===== config.mk =====
export PLATFORM = sky130hd
export DESIGN_NAME = memory_tester_seq
export DESIGN_NICKNAME = d
export VERILOG_FILES = /design/src/rtl/memory_tester_seq_pkg.sv /design/src/rtl/memory_tester_seq.sv
export SDC_FILE = /design/constraint.sdc
export NUM_CORES = 1
export LEC_CHECK = 0
export ABC_AREA = 1
export CORE_ASPECT_RATIO = 0.5
export CORE_MARGIN = 5
export CORE_UTILIZATION = 56
export CTS_BUF_LIST = sky130_fd_sc_hd__clkbuf_8
export CTS_CLUSTER_SIZE = 24
export DETAILED_ROUTE_END_ITERATION = 10
export PLACE_DENSITY = 0.91
export REMOVE_ABC_BUFFERS = 1
export SLEW_MARGIN = 5
export SYNTH_ARGS = -nofsm -noshare
export SYNTH_HDL_FRONTEND = slang
export SYNTH_SLANG_ARGS = --single-unit

===== constraint.sdc =====
create_clock -name clk -period 1.4 [get_ports clk]
set_input_delay 0.21 -clock clk [delete_from_list [all_inputs] [get_ports clk]]
set_output_delay 0.21 -clock clk [all_outputs]
set_load 0.03 [all_outputs]

===== src/rtl/memory_tester_seq_pkg.sv =====
// Shared definitions for the CPU-bus memory checker: FSM encodings and sizing helpers.
package memory_tester_seq_pkg;

  typedef enum logic [1:0] {
    ST_IDLE    = 2'd0,
    ST_FILLING = 2'd1,
    ST_PASS    = 2'd2,
    ST_FAIL    = 2'd3
  } state_t;

  localparam int unsigned CNT_W   = 8;
  localparam logic [CNT_W-1:0] CNT_MAX = 8'hFF;

  // Index width never drops below one bit so a single-entry window still has a port.
  function automatic int unsigned idx_width(input int unsigned n);
    return (n > 1) ? $clog2(n) : 1;
  endfunction

endpackage


===== src/rtl/memory_tester_seq.sv =====
// Memory checker on the CPU data bus: records writes into a small window, compares them
// against an expected image and reports a sticky pass/fail verdict.
//
// state   | meaning
// IDLE    | no write has hit the window since reset
// FILLING | writes arriving, image not yet complete
// PASS    | every entry written with its expected value
// FAIL    | wrong data or order violation seen; held until reset
module memory_tester_seq
  import memory_tester_seq_pkg::*;
#(
  parameter int unsigned              ADDR_SIZE     = 8,
  parameter logic [ADDR_SIZE-1:0]     BASE_ADDR     = 8'h80,
  parameter int unsigned              ARRAY_SIZE    = 4,
  parameter int unsigned              WORD_SIZE     = 8,
  parameter logic [ARRAY_SIZE*WORD_SIZE-1:0] ARRAY_CONTENT = 32'h08060402,
  parameter bit                       ORDERED       = 1'b0,
  parameter int unsigned              READ_LATENCY  = 1,
  localparam int unsigned             IDX_W         = idx_width(ARRAY_SIZE)
) (
  input  logic                 clk,
  input  logic                 reset,
  input  logic [ADDR_SIZE-1:0] addr,
  input  logic [WORD_SIZE-1:0] data_in,
  input  logic                 write_en,
  output logic [WORD_SIZE-1:0] data_out,
  output logic                 content_ok,
  output logic                 done,
  output logic                 error,
  output logic [CNT_W-1:0]     mismatch_count,
  output logic [IDX_W-1:0]     first_bad_index
);

  localparam int unsigned AXW = ADDR_SIZE + 1;

  state_t state, state_nxt;

  logic [WORD_SIZE-1:0]  mem      [ARRAY_SIZE];
  logic [WORD_SIZE-1:0]  exp_word [ARRAY_SIZE];
  logic [ARRAY_SIZE-1:0] written;
  logic [ARRAY_SIZE-1:0] match;
  logic [IDX_W-1:0]      next_index;
  logic                  order_err_q;
  logic                  bad_seen;
  logic [IDX_W-1:0]      first_bad_q;
  logic [CNT_W-1:0]      mismatch_q;

  logic [AXW-1:0]        addr_x, base_x, limit_x;
  logic                  hit;
  logic [IDX_W-1:0]      idx;
  logic                  wr_hit, data_ok, wrong_wr, order_bad, filling_phase;
  logic [WORD_SIZE-1:0]  rd_word;

  for (genvar g = 0; g < int'(ARRAY_SIZE); g++) begin : g_exp
    assign exp_word[g] = ARRAY_CONTENT[g*WORD_SIZE +: WORD_SIZE];
  end

  assign addr_x  = {1'b0, addr};
  assign base_x  = {1'b0, BASE_ADDR};
  assign limit_x = base_x + AXW'(ARRAY_SIZE);
  assign hit     = (addr_x >= base_x) && (addr_x < limit_x);
  assign idx     = IDX_W'(addr - BASE_ADDR);

  assign wr_hit        = hit && write_en;
  assign data_ok       = (data_in == exp_word[idx]);
  assign wrong_wr      = wr_hit && !data_ok;
  // Rewrites of an already-written entry never count as order violations.
  assign order_bad     = ORDERED && wr_hit && !written[idx] && (idx != next_index);
  assign filling_phase = (state == ST_IDLE) || (state == ST_FILLING);

  always_ff @(posedge clk or negedge reset) begin
    if (!reset) begin
      for (int i = 0; i < int'(ARRAY_SIZE); i++) mem[i] <= '0;
      written     <= '0;
      match       <= '0;
      next_index  <= '0;
      order_err_q <= 1'b0;
      bad_seen    <= 1'b0;
      first_bad_q <= '0;
      mismatch_q  <= '0;
    end else begin
      if (wr_hit) begin
        mem[idx]     <= data_in;
        written[idx] <= 1'b1;
        match[idx]   <= data_ok;
      end
      if (wr_hit && (idx == next_index) && (next_index != IDX_W'(ARRAY_SIZE - 1)))
        next_index <= next_index + 1'b1;
      if (order_bad)
        order_err_q <= 1'b1;
      if (wrong_wr && (mismatch_q != CNT_MAX))
        mismatch_q <= mismatch_q + 1'b1;
      if ((wrong_wr || order_bad) && filling_phase && !bad_seen) begin
        bad_seen    <= 1'b1;
        first_bad_q <= idx;
      end
    end
  end

  assign content_ok = (&written) && (&match);

  always_ff @(posedge clk or negedge reset) begin
    if (!reset) state <= ST_IDLE;
    else        state <= state_nxt;
  end

  // Decisions in FILLING look at registered post-write flags, so each write
  // takes effect on the verdict one clock later.
  always_comb begin
    state_nxt = state;
    unique case (state)
      ST_IDLE:    if (wr_hit) state_nxt = ST_FILLING;
      ST_FILLING: begin
        if (order_err_q)                  state_nxt = ST_FAIL;
        else if ((&written) && !(&match)) state_nxt = ST_FAIL;
        else if (content_ok)              state_nxt = ST_PASS;
      end
      ST_PASS:    if (wrong_wr) state_nxt = ST_FAIL;
      ST_FAIL:    state_nxt = ST_FAIL;
      default:    state_nxt = ST_IDLE;
    endcase
  end

  assign done            = (state == ST_PASS) || (state == ST_FAIL);
  assign error           = (state == ST_FAIL);
  assign mismatch_count  = mismatch_q;
  assign first_bad_index = first_bad_q;

  assign rd_word = hit ? mem[idx] : '0;

  if (READ_LATENCY == 0) begin : g_rd_comb
    assign data_out = rd_word;
  end else begin : g_rd_reg
    logic [WORD_SIZE-1:0] data_out_q;
    always_ff @(posedge clk or negedge reset) begin
      if (!reset) data_out_q <= '0;
      else        data_out_q <= rd_word;
    end
    assign data_out = data_out_q;
  end

endmodule


==> impl_metrics.env <==
export IMPL_outcome="finished, violations left"
export IMPL_failing_checks="negative setup slack"
export IMPL_antenna_violations_before_repair=0
export IMPL_synth_cell_area_um2=2840
export IMPL_synthesis_yosys_warnings=0
export IMPL_finalClockSkew_ns=0.00470
export IMPL_fin_setup_tns_ns=-0.122
export IMPL_clk_transition_reported_paths_ns=0.07
export IMPL_wire_per_inst_um=18.7
export IMPL_maximum_ir_drop_on_the_vdd_rail_uv=690
export IMPL_max_freq_mhz=657
export IMPL_num_antenna_cells=0
export IMPL_fin_hold_ws_ns=0.409
export IMPL_finalWorstSetupSlack_ns=-0.122
export IMPL_yosys_area_share_xor_xnor=0.00926
export IMPL_synth_adder_area_share=0.0220
export IMPL_worstPathArrival_ns=1.31
export IMPL_max_slew_worst_pin_slew_ns=0.412
export IMPL_drt_antenna_violating_nets=0
export IMPL_drt_initial_drc_count=360
export IMPL_routed_via_density=5.97
export IMPL_placementRows=18
export IMPL_cp_end_kind="output port"
export IMPL_filler_cell_count=282
export IMPL_critical_path_max_fanout=2
export IMPL_grt_setup_unrepaired="true"
export IMPL_cts_root_buf="sky130_fd_sc_hd__clkbuf_8"
export IMPL_multi_input_comb_area_um2=1230
export IMPL_core_area_um2=4910
export IMPL_timing_final_crit_share=1.09
export IMPL_clock_tree_buffer_depth=2
export IMPL_p_per_area_nw_per_um2=1030
export IMPL_vias_in_the_first_global_route=2727
export IMPL_finalHoldViolations=0
export IMPL_setup_viol_count_final=1
export IMPL_post_synth_mux_area_share=0
export IMPL_fp_dieH_um=60.3
export IMPL_fin_area_um2=3760
export IMPL_crit_required_ns=1.19
export IMPL_port_buffer_count=39
export IMPL_area_sequential_um2=1530
export IMPL_syn2layout_area_growth_pct=32.6
export IMPL_synth_top_cell_area_share=0.538
export IMPL_place_detailed_hpwl_um=4630
export IMPL_drt_total_wl_um=8920
export IMPL_detail_route_drc_violations=0
export IMPL_via_count=2848
export IMPL_tritoncts="built"
export IMPL_synth_simple_gate_area_frac=0.256
export IMPL_complex_gate_fraction_of_the_synthesized_area=0.114
export IMPL_first_drt_pass_iteration_count=5
export IMPL_postSynthRegisterBits=61
export IMPL_cts_num_sinks=61
export IMPL_synth_top_family_by_area="simple AND/OR/NAND/NOR gates"
export IMPL_worst_skew_pair_late_latency_ns=0.35
export IMPL_synthesis_instances=326
export IMPL_cts_buffers_inserted=9
export IMPL_grt_first_pass_wirelength_um=13300
export IMPL_synth_lib_cells_used_distinct=29
export IMPL_power_total_mw=3.88
export IMPL_nNetsFinal=426
export IMPL_final_max_slew_violation_count=0
export IMPL_synth_yosys_seq_area_share=0.538
export IMPL_die_area_um2=6680
export IMPL_static_leakage_power_nw=1.93
export IMPL_time_the_final_worst_path_needs_with_i_o_delays_and_setup_ns=1.52
export IMPL_h_tree_levels=3
export IMPL_gr_total_overflow=0
export IMPL_synth_top_area_cells="sky130_fd_sc_hd__dfrtp_1, sky130_fd_sc_hd__nand2_1, sky130_fd_sc_hd__o21ai_1"
export IMPL_floorplan_die_width_um=111
export IMPL_grt_max_degree=62
export IMPL_synth_area_per_cell_um2=8.70
export IMPL_maxCapViolations=0
export IMPL_timing_worst_setup_path_type="reg2out"
export IMPL_timing_slew_headroom=0.722
export IMPL_io_pins=40
export IMPL_setup_worst_path_start_class="flip-flop"
export IMPL_synth_area_leader_cell="sky130_fd_sc_hd__dfrtp_1"
export IMPL_worst_hold_path_type="in2reg"
export IMPL_layout_cells_sized_above_1=0.216
export IMPL_gr_usage_all_layers=0.261
export IMPL_gp_congestion=0.852
export IMPL_floorplan_initialDensity=0.578
export IMPL_post_place_instance_area_um2=3420
path summary, 6_finish.rpt:
path | from | slack (ns) | depth (start not counted) | to
hold reg to reg | first_bad_index[0] | 0.48 | 2 | first_bad_index[0]
min in group asynchronous | reset | 0.42 | 3 | data_out[5]
setup / recovery | written[2] | -0.12 | 5 | content_ok
max in group asynchronous | reset | 0.71 | 3 | mem[4]
setup reg to reg | mismatch_count[0] | 0.02 | 7 | mismatch_count[7]
hold / removal | addr[0] | 0.41 | 4 | first_bad_index[0]
per-layer routing:
metal  track usage  routed length, um
met5             0                  0
met4         0.147                593
met3        0.0827                859
met2         0.467               4220
met1         0.289               3240
placed cells by master (no fill, tap or decap), types with 4 or more instances in the layout:
| cell | count |
|---|---|
| sky130_fd_sc_hd__dlygate4sd2_1 | 14 |
| sky130_fd_sc_hd__clkinv_2 | 5 |
| sky130_fd_sc_hd__o21ai_1 | 37 |
| sky130_fd_sc_hd__o21ai_0 | 17 |
| sky130_fd_sc_hd__dfrtp_1 | 60 |
| sky130_fd_sc_hd__nand4_1 | 10 |
| sky130_fd_sc_hd__clkbuf_8 | 10 |
| sky130_fd_sc_hd__ha_1 | 4 |
| sky130_fd_sc_hd__nand2_1 | 79 |
| sky130_fd_sc_hd__nor2_2 | 4 |
| sky130_fd_sc_hd__clkdlybuf4s50_1 | 15 |
| sky130_fd_sc_hd__buf_4 | 33 |
| sky130_fd_sc_hd__nor2_1 | 40 |
| sky130_fd_sc_hd__nand2_2 | 5 |
| sky130_fd_sc_hd__a21oi_1 | 9 |
| sky130_fd_sc_hd__nand2_4 | 5 |
| sky130_fd_sc_hd__inv_1 | 20 |
cells by family after synthesis:
logic type,count (synthesis)
and+or+nand+nor,157
AOI/OAI and AO/OA,64
DFF,61
buffers and inverters,36
adders and majority gates,5
xor gates and xnor gates,3
state kept, by name (all words and copies together), names as in the netlist:
name	flops
bad_seen	1
data_out	8
first_bad_index	2
match	4
mem	32
mismatch_count	8
state	2
written	4
cells in the mapped netlist:
cell type,instances
sky130_fd_sc_hd__inv_2,1
sky130_fd_sc_hd__inv_1,21
sky130_fd_sc_hd__nor3_1,2
sky130_fd_sc_hd__nand2_1,83
sky130_fd_sc_hd__nand4_4,1
sky130_fd_sc_hd__a21oi_1,9
sky130_fd_sc_hd__nand3b_1,2
sky130_fd_sc_hd__nand2_4,4
sky130_fd_sc_hd__nand4_1,10
sky130_fd_sc_hd__buf_2,6
sky130_fd_sc_hd__nand3_1,3
sky130_fd_sc_hd__a21o_1,1
sky130_fd_sc_hd__nor2_2,4
sky130_fd_sc_hd__buf_6,3
sky130_fd_sc_hd__nand3_4,1
sky130_fd_sc_hd__dfrtp_1,61
sky130_fd_sc_hd__o21ai_0,18
sky130_fd_sc_hd__clkbuf_1,2
sky130_fd_sc_hd__clkinv_1,1
sky130_fd_sc_hd__xor2_1,3
sky130_fd_sc_hd__nor2_1,42
sky130_fd_sc_hd__nand4_2,1
sky130_fd_sc_hd__o21ai_1,36
sky130_fd_sc_hd__nand3_2,1
sky130_fd_sc_hd__ha_1,5
sky130_fd_sc_hd__inv_4,1
sky130_fd_sc_hd__nand2_2,2
sky130_fd_sc_hd__nor2_4,1
sky130_fd_sc_hd__clkinv_4,1
critical path, stage by stage (launching register included):
cell and delay [ns]:
sky130_fd_sc_hd__dfrtp_1 0.38, sky130_fd_sc_hd__nand2_2 0.09, sky130_fd_sc_hd__nor3_4 0.19, sky130_fd_sc_hd__nand2_1 0.10
sky130_fd_sc_hd__inv_2 0.08, sky130_fd_sc_hd__buf_6 0.13
power breakdown:
part	total, mW	switching [mW]	internal [mW]	leakage [nW]
clock network	1.56	0.706	0.851	0.107
logic	0.454	0.267	0.187	1.02
registers	1.87	0.0506	1.82	0.811
area by class of cell:
class / instances / share of cell area
clock buffers: 10 / 0.0366
clock inverters: 6 / 0.0143
inverters: 25 / 0.0273
multi-input cells: 232 / 0.327
flip-flops and latches: 61 / 0.406
well taps: 70 / 0.0233
repair buffers: 73 / 0.166
through the flow:
stage,setup WS [ns],util,instances
after floorplan,-0.113,-,315
after global placement,-0.600,0.696,447
after detailed placement,-0.723,0.696,447
after CTS,-0.0313,0.753,472
after global routing,-0.174,0.766,477
final,-0.122,0.766,477
repair_timing:
| item | in CTS | in global routing |
|---|---|---|
| pin swaps | 7 | 6 |
| resized for setup | 34 | 19 |
| hold buffers | 1 | 0 |
| setup endpoints to repair | 37 | 22 |
| buffers inserted | 5 | 5 |
| hold endpoints to repair | 61 | 0 |
| cloned | 3 | 0 |
Power figures use the tool's default switching activity.
==> RTL change: new RTL, config.mk and constraints unchanged <==
Make the reset (`reset`) synchronous in 3 clocked blocks.
--- a/src/rtl/memory_tester_seq.sv
+++ b/src/rtl/memory_tester_seq.sv
@@ -69,5 +69,5 @@
   assign filling_phase = (state == ST_IDLE) || (state == ST_FILLING);
 
-  always_ff @(posedge clk or negedge reset) begin
+  always_ff @(posedge clk) begin
     if (!reset) begin
       for (int i = 0; i < int'(ARRAY_SIZE); i++) mem[i] <= '0;
@@ -100,5 +100,5 @@
   assign content_ok = (&written) && (&match);
 
-  always_ff @(posedge clk or negedge reset) begin
+  always_ff @(posedge clk) begin
     if (!reset) state <= ST_IDLE;
     else        state <= state_nxt;
@@ -133,5 +133,5 @@
   end else begin : g_rd_reg
     logic [WORD_SIZE-1:0] data_out_q;
-    always_ff @(posedge clk or negedge reset) begin
+    always_ff @(posedge clk) begin
       if (!reset) data_out_q <= '0;
       else        data_out_q <= rd_word;
Function: differs if reset is asserted again (counterexample within 4 cycles, from zero or initial values and one cycle with reset low); with reset held inactive, the same outputs for 4 cycles.
==> RTL change against the unedited design <==
  * The run still ends with negative setup slack left
  * Via count shrank 0.74%
  * Routed wire length grew 4.3%
  * Design area grew 5.3%
  * Global-route usage grew 0.51 points
  * Non-clock buffer count grew 15
  * Synthesized area grew 0.75%
  * Worst setup slack gained 0.063 ns
  * Sequential cell count is the same
  * Power grew 0.13%
  * Cell count grew 0.84%
  * Critical endpoint is now mem[0][7]
  * Largest power group unchanged
  * Highest routed layer unchanged
==> RTL change: results (changes against the unedited design) <==
| Metric | Value |
|---|---|
| Status | `complete, but fails checks` |
| Failing checks | `negative setup slack` |
| Met1 Routed Length | `3260 um (+0.37%)` |
| Crit path max fanout | `8 (+6)` |
| XOR/XNOR Fraction of Synth Area | `0.919% (-0.0069 points)` |
| CP arrival | `1.62 ns (+0.31 ns)` |
| Sequential share of the synthesized area | `53.9% (+0.12 points)` |
| Register area | `0.00155 mm2 (+1.4%)` |
| Slew HR | `75.8% (+3.6 points)` |
| First-pass GRT wire length | `13,600 um (+3.0%)` |
| Routed WL | `9310 um (+4.3%)` |
| Final setup violation count | `3 (+2)` |
| FILL cells | `270 (-4.3%)` |
| Comb_multi_in | `206 (-11%)` |
| Multi-input combinational area share | `29.8% (-2.9 points)` |
| Final worst setup slack | `-0.0593 ns (+0.0630 ns)` |
| Post-DP HPWL | `5070 um (+9.4%)` |
| Met1 GRT Util | `29.8% (+0.87 points)` |
| Worst path top cell family by delay | `buffers and inverters` |
| Leakage Power | `1.77 nW (-8.4%)` |
| Vias | `2,827 (-0.74%)` |
| Dpl cells | `453 (+1.3%)` |
| Inverters | `40 (+60%)` |
| Top_reg_cell synth | `edfxtp_1` |
| Syn-to-layout area delta | `38.6%` |
| Global Route Usage Sum | `26.6% (+0.51 points)` |
| Vias in the first global route | `2,749 (+0.81%)` |
| Die width | `111 um (+0.34%)` |
==> RTL change: cell count changes in the layout (fill, tap and decap cells not counted), sizes merged, moves of 4 or more <==
cell           change
nor2              +33
inv               +16
buf               +14
dlymetal6s2s       +4
o21ai             -32
nand2             -44
dfrtp             -61
o22ai              +8
edfxtp            +32
nor3               +7
clkdlybuf4s50     -10
dfxtp             +29
dlygate4sd2       +11
==> RTL change: power by group through the flow <==
stage | Clock, mW | Combinational, mW | Sequential [mW]
5_1_grt | 1.67 | 0.388 | 1.95
3_3_place_gp | 0 | 0.300 | 1.98
3_5_place_dp | 0 | 0.312 | 1.98
4_1_cts | 1.54 | 0.326 | 1.94
6_report | 1.58 | 0.370 | 1.94
2_1_floorplan | 0 | 0.124 | 1.98
==> RTL change: final timing paths <==
path	to	startpoint	slack, ns
max reg2reg	mismatch_count[2]	mismatch_count[1]	0.06
min reg2reg	written[2]	written[2]	0.47
min	mem[2][6]	data_in[6]	0.34
max	mem[0][7]	write_en	-0.06
